==> src/rtl/score_keeper.sv <==
// Score accumulator with saturation and a dirty-flag driven redraw handshake.
// Optional high-score register: define SCORE_KEEPER_HIGHSCORE_EN to enable it.
module score_keeper #(
  parameter logic [14:0] MAX_SCORE    = 15'd9999,
  parameter logic [9:0]  DONE_TIMEOUT = 10'd1023
) (
  input  logic        clock,
  input  logic        reset,
  input  logic        hit,
  input  logic [1:0]  hitType,
  input  logic        clear,
  input  logic        done,
  output logic [14:0] scoreOut,
  output logic [14:0] highScoreOut,
  output logic        draw,
  output logic        busy
);

  typedef enum logic [1:0] {
    IDLE = 2'd0,
    REQ  = 2'd1,
    WAIT = 2'd2
  } state_t;

  state_t      state_reg;
  logic [14:0] score_reg;
  logic [14:0] score_next;
  logic        dirty_reg;
  logic [9:0]  timer_reg;
  logic        draw_reg;
  logic        busy_reg;
  logic [15:0] points;
  logic [15:0] sum;
  logic        accept;
  logic        timed_out;

  assign accept    = hit | clear;
  assign timed_out = (state_reg == WAIT) && !done && (timer_reg == 10'd0);

  // 16-bit sum so the saturation compare sees the true total.
  always_comb begin
    case (hitType)
      2'd0:    points = 16'd10;
      2'd1:    points = 16'd20;
      2'd2:    points = 16'd30;
      default: points = 16'd100;
    endcase
    sum        = {1'b0, score_reg} + points;
    score_next = score_reg;
    if (clear)
      score_next = '0;
    else if (hit)
      score_next = (sum > {1'b0, MAX_SCORE}) ? MAX_SCORE : sum[14:0];
  end

  always_ff @(posedge clock or posedge reset) begin
    if (reset) begin
      state_reg <= IDLE;
      score_reg <= '0;
      dirty_reg <= 1'b0;
      timer_reg <= '0;
      draw_reg  <= 1'b0;
      busy_reg  <= 1'b0;
    end else begin
      score_reg <= score_next;
      draw_reg  <= 1'b0;

      // A new event always wins, so activity during REQ/WAIT coalesces into one more draw.
      if (accept)
        dirty_reg <= 1'b1;
      else if (state_reg == REQ)
        dirty_reg <= 1'b0;
      else if (timed_out)
        dirty_reg <= 1'b1;

      case (state_reg)
        IDLE: begin
          if (dirty_reg) begin
            state_reg <= REQ;
            draw_reg  <= 1'b1;
            busy_reg  <= 1'b1;
          end
        end
        REQ: begin
          timer_reg <= DONE_TIMEOUT;
          state_reg <= WAIT;
        end
        WAIT: begin
          if (done || timer_reg == 10'd0) begin
            state_reg <= IDLE;
            busy_reg  <= 1'b0;
          end else begin
            timer_reg <= timer_reg - 10'd1;
          end
        end
        default: begin
          state_reg <= IDLE;
          busy_reg  <= 1'b0;
        end
      endcase
    end
  end

  assign scoreOut = score_reg;
  assign draw     = draw_reg;
  assign busy     = busy_reg;

`ifdef SCORE_KEEPER_HIGHSCORE_EN
  logic [14:0] high_reg;

  // Compares against the incoming score so the best value lands on the same edge.
  always_ff @(posedge clock or posedge reset) begin
    if (reset)
      high_reg <= '0;
    else if (score_next > high_reg)
      high_reg <= score_next;
  end

  assign highScoreOut = high_reg;
`else
  assign highScoreOut = '0;
`endif

endmodule

==> config.mk <==
export PLATFORM = sky130hd
export DESIGN_NAME = score_keeper
export DESIGN_NICKNAME = d
export VERILOG_FILES = /design/src/rtl/score_keeper.sv
export SDC_FILE = /design/constraint.sdc
export NUM_CORES = 1
export LEC_CHECK = 0
export ABC_AREA = 1
export BUFFER_PORTS_ARGS = -buffer_cell sky130_fd_sc_hd__buf_4
export CAP_MARGIN = 20
export CORE_MARGIN = 1.5
export CORE_UTILIZATION = 55
export CTS_CLUSTER_DIAMETER = 120
export DETAILED_ROUTE_END_ITERATION = 10
export PLACE_DENSITY = 0.89
export SYNTH_ARGS = -nofsm -noshare
export SYNTH_HDL_FRONTEND = slang
export SYNTH_SLANG_ARGS = --single-unit
==> constraint.sdc <==
create_clock -name clock -period 3.2 [get_ports clock]
set_input_delay 0.64 -clock clock [delete_from_list [all_inputs] [get_ports clock]]
set_output_delay 0.64 -clock clock [all_outputs]
set_load 0.005 [all_outputs]
==> out/results.tsv <==
stage	metric	value	unit
status	status	finished clean	
clock_network	worst-skew pair later-pin latency	0.28	ns
routing	post-DR vias/cell	5.12	
setup_path	worst-path maximum fanout	6	
clock_network	htree depth	2	
die	core region area	0.00363	mm²
die	Die Ht	64.1	µm
die	top-level I/O count	39	
setup_path	r2r worst-path depth	14	
power	Max IR drop VDD	241	µV
yosys	Distinct cells, synth	31	
clock_network	Clock Sinks	30	
cells_and_area	max FFs per register	15	
routing	drc violations	0	
sta	Hold WS	0.426	ns
sta	final setup skew	0.00507	ns
clock_network	CTS resizes	0	
global_route	vias in the first global route	1691	
setup_path	Startpoint Class	input pin	
routing	Pre-antenna DRT Iters	5	
clock_network	Setup Fix Bufs, Post-CTS	0	
sta	final hold violation count	0	
setup_path	r2r startpoint	scoreOut[1]	
cells_and_area	Final #Nets	329	
placed_design	placed cell area	0.00223	mm²
sta	Final TNS setup	0	ns
yosys	synthesized instance count	281	
setup_path	Worst R2R End	scoreOut[3]	
routing	initial DRC count	97	
power	Pwr Density	521	mW/mm²
yosys	Seq/Total Area, Yosys	0.366	
die	die width	64.1	µm
power	Leak	1.26	nW
clock_network	Worst-path clk slew	0.06	ns
routing	Vias	1844	
yosys	total number of yosys warnings	0	
sta	actual slew at the worst max-slew pin	0.580	ns
yosys	flops & latches, synth	30	
sta	RSZ-0062 raised after global routing	no	
clock_network	CTS Root Cell	clkbuf_8	
sta	Final period util	0.863	
global_route	GRT Util Overall	0.229	
cells_and_area	fraction of layout cells with a size suffix above 1	0.160	
global_route	largest net degree at the start of global routing	31	
die	# rows	22	
die	initial core utilization	0.564	
clock_network	Clock Path Buffers	2	
cells_and_area	# diodes	0	
clock_network	CTS buffer count	5	
global_route	GRT overflow	0	
clock_network	CTS tree	built	
cells_and_area	final core occ	0.654	
yosys	synthesized area	0.00205	mm²
sta	Fmax	362	MHz
hold_path	HP Class	input pin to asynchronous set/reset pin	
power	Pwr Total	0.00124	W
setup_path	Req. time, crit path	3.37	ns
setup_path	setup slack, reg-to-reg	0.85	ns
sta	# setup viols final	0	
setup_path	CP Data Arrival Time	2.93	ns
sta	clock period minus worst slack	2.76	ns
die	Die Area	0.00410	mm²
job	MaxCap Viol Count	0	
yosys	Syn Area/Cell	7.30	µm²
setup_path	Setup CP Type	input pin to register	
setup_path	crit path capture type	register	
routing	final wirelength	4280	µm
sta	relative slew slack	0.612	
routing	Routed WL per cell	11.9	µm
sta	Slew Viols, Final	0	
global_route	antenna violations before repair	0	
cells_and_area	area grow syn2layout	15.9	%
global_route	first-pass GRT wire length	7310	µm
cells_and_area	post-route cell area	0.00238	mm²
placed_design	GP Congestion	0.893	
routing	Final ANT Viol Nets	0	
placed_design	Buffers on Ports	23	
clock_network	cts hold-fix bufs	0	
placed_design	DP HPWL	3250	µm
[routing by layer]
layer  track usage  vias to the layer above  wire [µm]
met3        0.0511                        6        309
met2         0.374                       72       2070
li1              -                      920          -
met4        0.0951                        0         37
met1         0.292                      846       1860
met5             0                        -          0
[cell families (layout without fill, tap and decap cells)]
| kind of cell | after synthesis | in the layout | share of synthesized area |
|---|---|---|---|
| other | 1 | 15 | 0.00183 |
| adder cells (fa/ha/maj) | 11 | 11 | 0.0708 |
| XOR/XNOR | 2 | 2 | 0.00854 |
| buffers and inverters | 54 | 71 | 0.127 |
| AND/OR/NAND/NOR | 153 | 153 | 0.347 |
| flip-flops | 30 | 30 | 0.366 |
| AO/OA/AOI/OAI | 30 | 30 | 0.0787 |
[area by class of cell]
class,count,area (µm²)
Clock buffer,6,82.6
Clock inverter,2,60.1
Fill cell,309,1260
Inverter,38,143
Multi-Input combinational cell,211,1090
Sequential cell,30,751
Tap cell,48,60.1
Timing Repair Buffer,25,188
[worst max-delay path by stage]
stage	startpoint	end	slack [ns]	cells after the start
2_1_floorplan	hitType[0]	scoreOut[2]	0.52	18
3_3_place_gp	hitType[0]	scoreOut[4]	0.25	21
3_5_place_dp	hitType[0]	scoreOut[5]	0.18	21
4_1_cts	hitType[0]	scoreOut[4]	0.45	21
5_1_grt	hitType[0]	scoreOut[4]	0.20	21
6_report	hitType[0]	scoreOut[3]	0.44	19
[worst max-delay path, stage by stage]
cell and delay, ns:
buf_4 0.08, inv_1 0.05, ha_1 0.21, nor2_1 0.10, nor2_1 0.06, ha_1 0.22, fa_1 0.43, nand2_1 0.09
nand2_1 0.10, nand3_1 0.14, nand2_2 0.09, nand3_2 0.09, nor2_1 0.05, nand2_1 0.07, nand2_1 0.06, nand2_2 0.13
nand2_4 0.09, o21ai_1 0.13, nand2_1 0.07
[through the flow]
step                      worst slack, ns  cells
after global routing                0.202    360
after detailed placement            0.179    352
after floorplan                     0.520    295
final                               0.440    360
after global placement              0.251    352
after CTS                           0.446    360
[synth_stat cells (all sizes together)]
master   number  area (µm²)
a31oi         1        6.26
conb          1        3.75
a21oi         7        38.8
nand2        88         365
nand3b        5        37.5
nor2         24        90.1
nor3b         1        7.51
dfrtp        30         751
nand4         2        12.5
buf          16         118
a2bb2oi       1        8.76
fa            1        20.0
xor2          2        17.5
inv          38         143
nand3        21         128
ha           10         125
o31ai         1        7.51
nor3          9        50.1
or2           3        21.3
o21ai        20         100
[cells in the final DEF, fill, tap and decap left out, drive strengths merged]
master / instances
nand2: 88
ha: 10
conb: 15
nand4: 2
a21oi: 7
dfrtp: 30
nor3b: 1
a31oi: 1
nand3: 21
nor2: 24
fa: 1
o21ai: 20
nor3: 9
bufinv: 2
inv: 38
buf: 25
clkbuf: 6
nand3b: 5
or2: 3
o31ai: 1
xor2: 2
a2bb2oi: 1
[power by group]
| group | internal (W) | switching [W] | leakage (nW) |
|---|---|---|---|
| Clock | 0.000332 | 0.000146 | 0.0714 |
| Sequential | 0.000426 | 0.0000370 | 0.353 |
| Combinational | 0.000118 | 0.000178 | 0.838 |
Power figures use the tool's default switching activity.
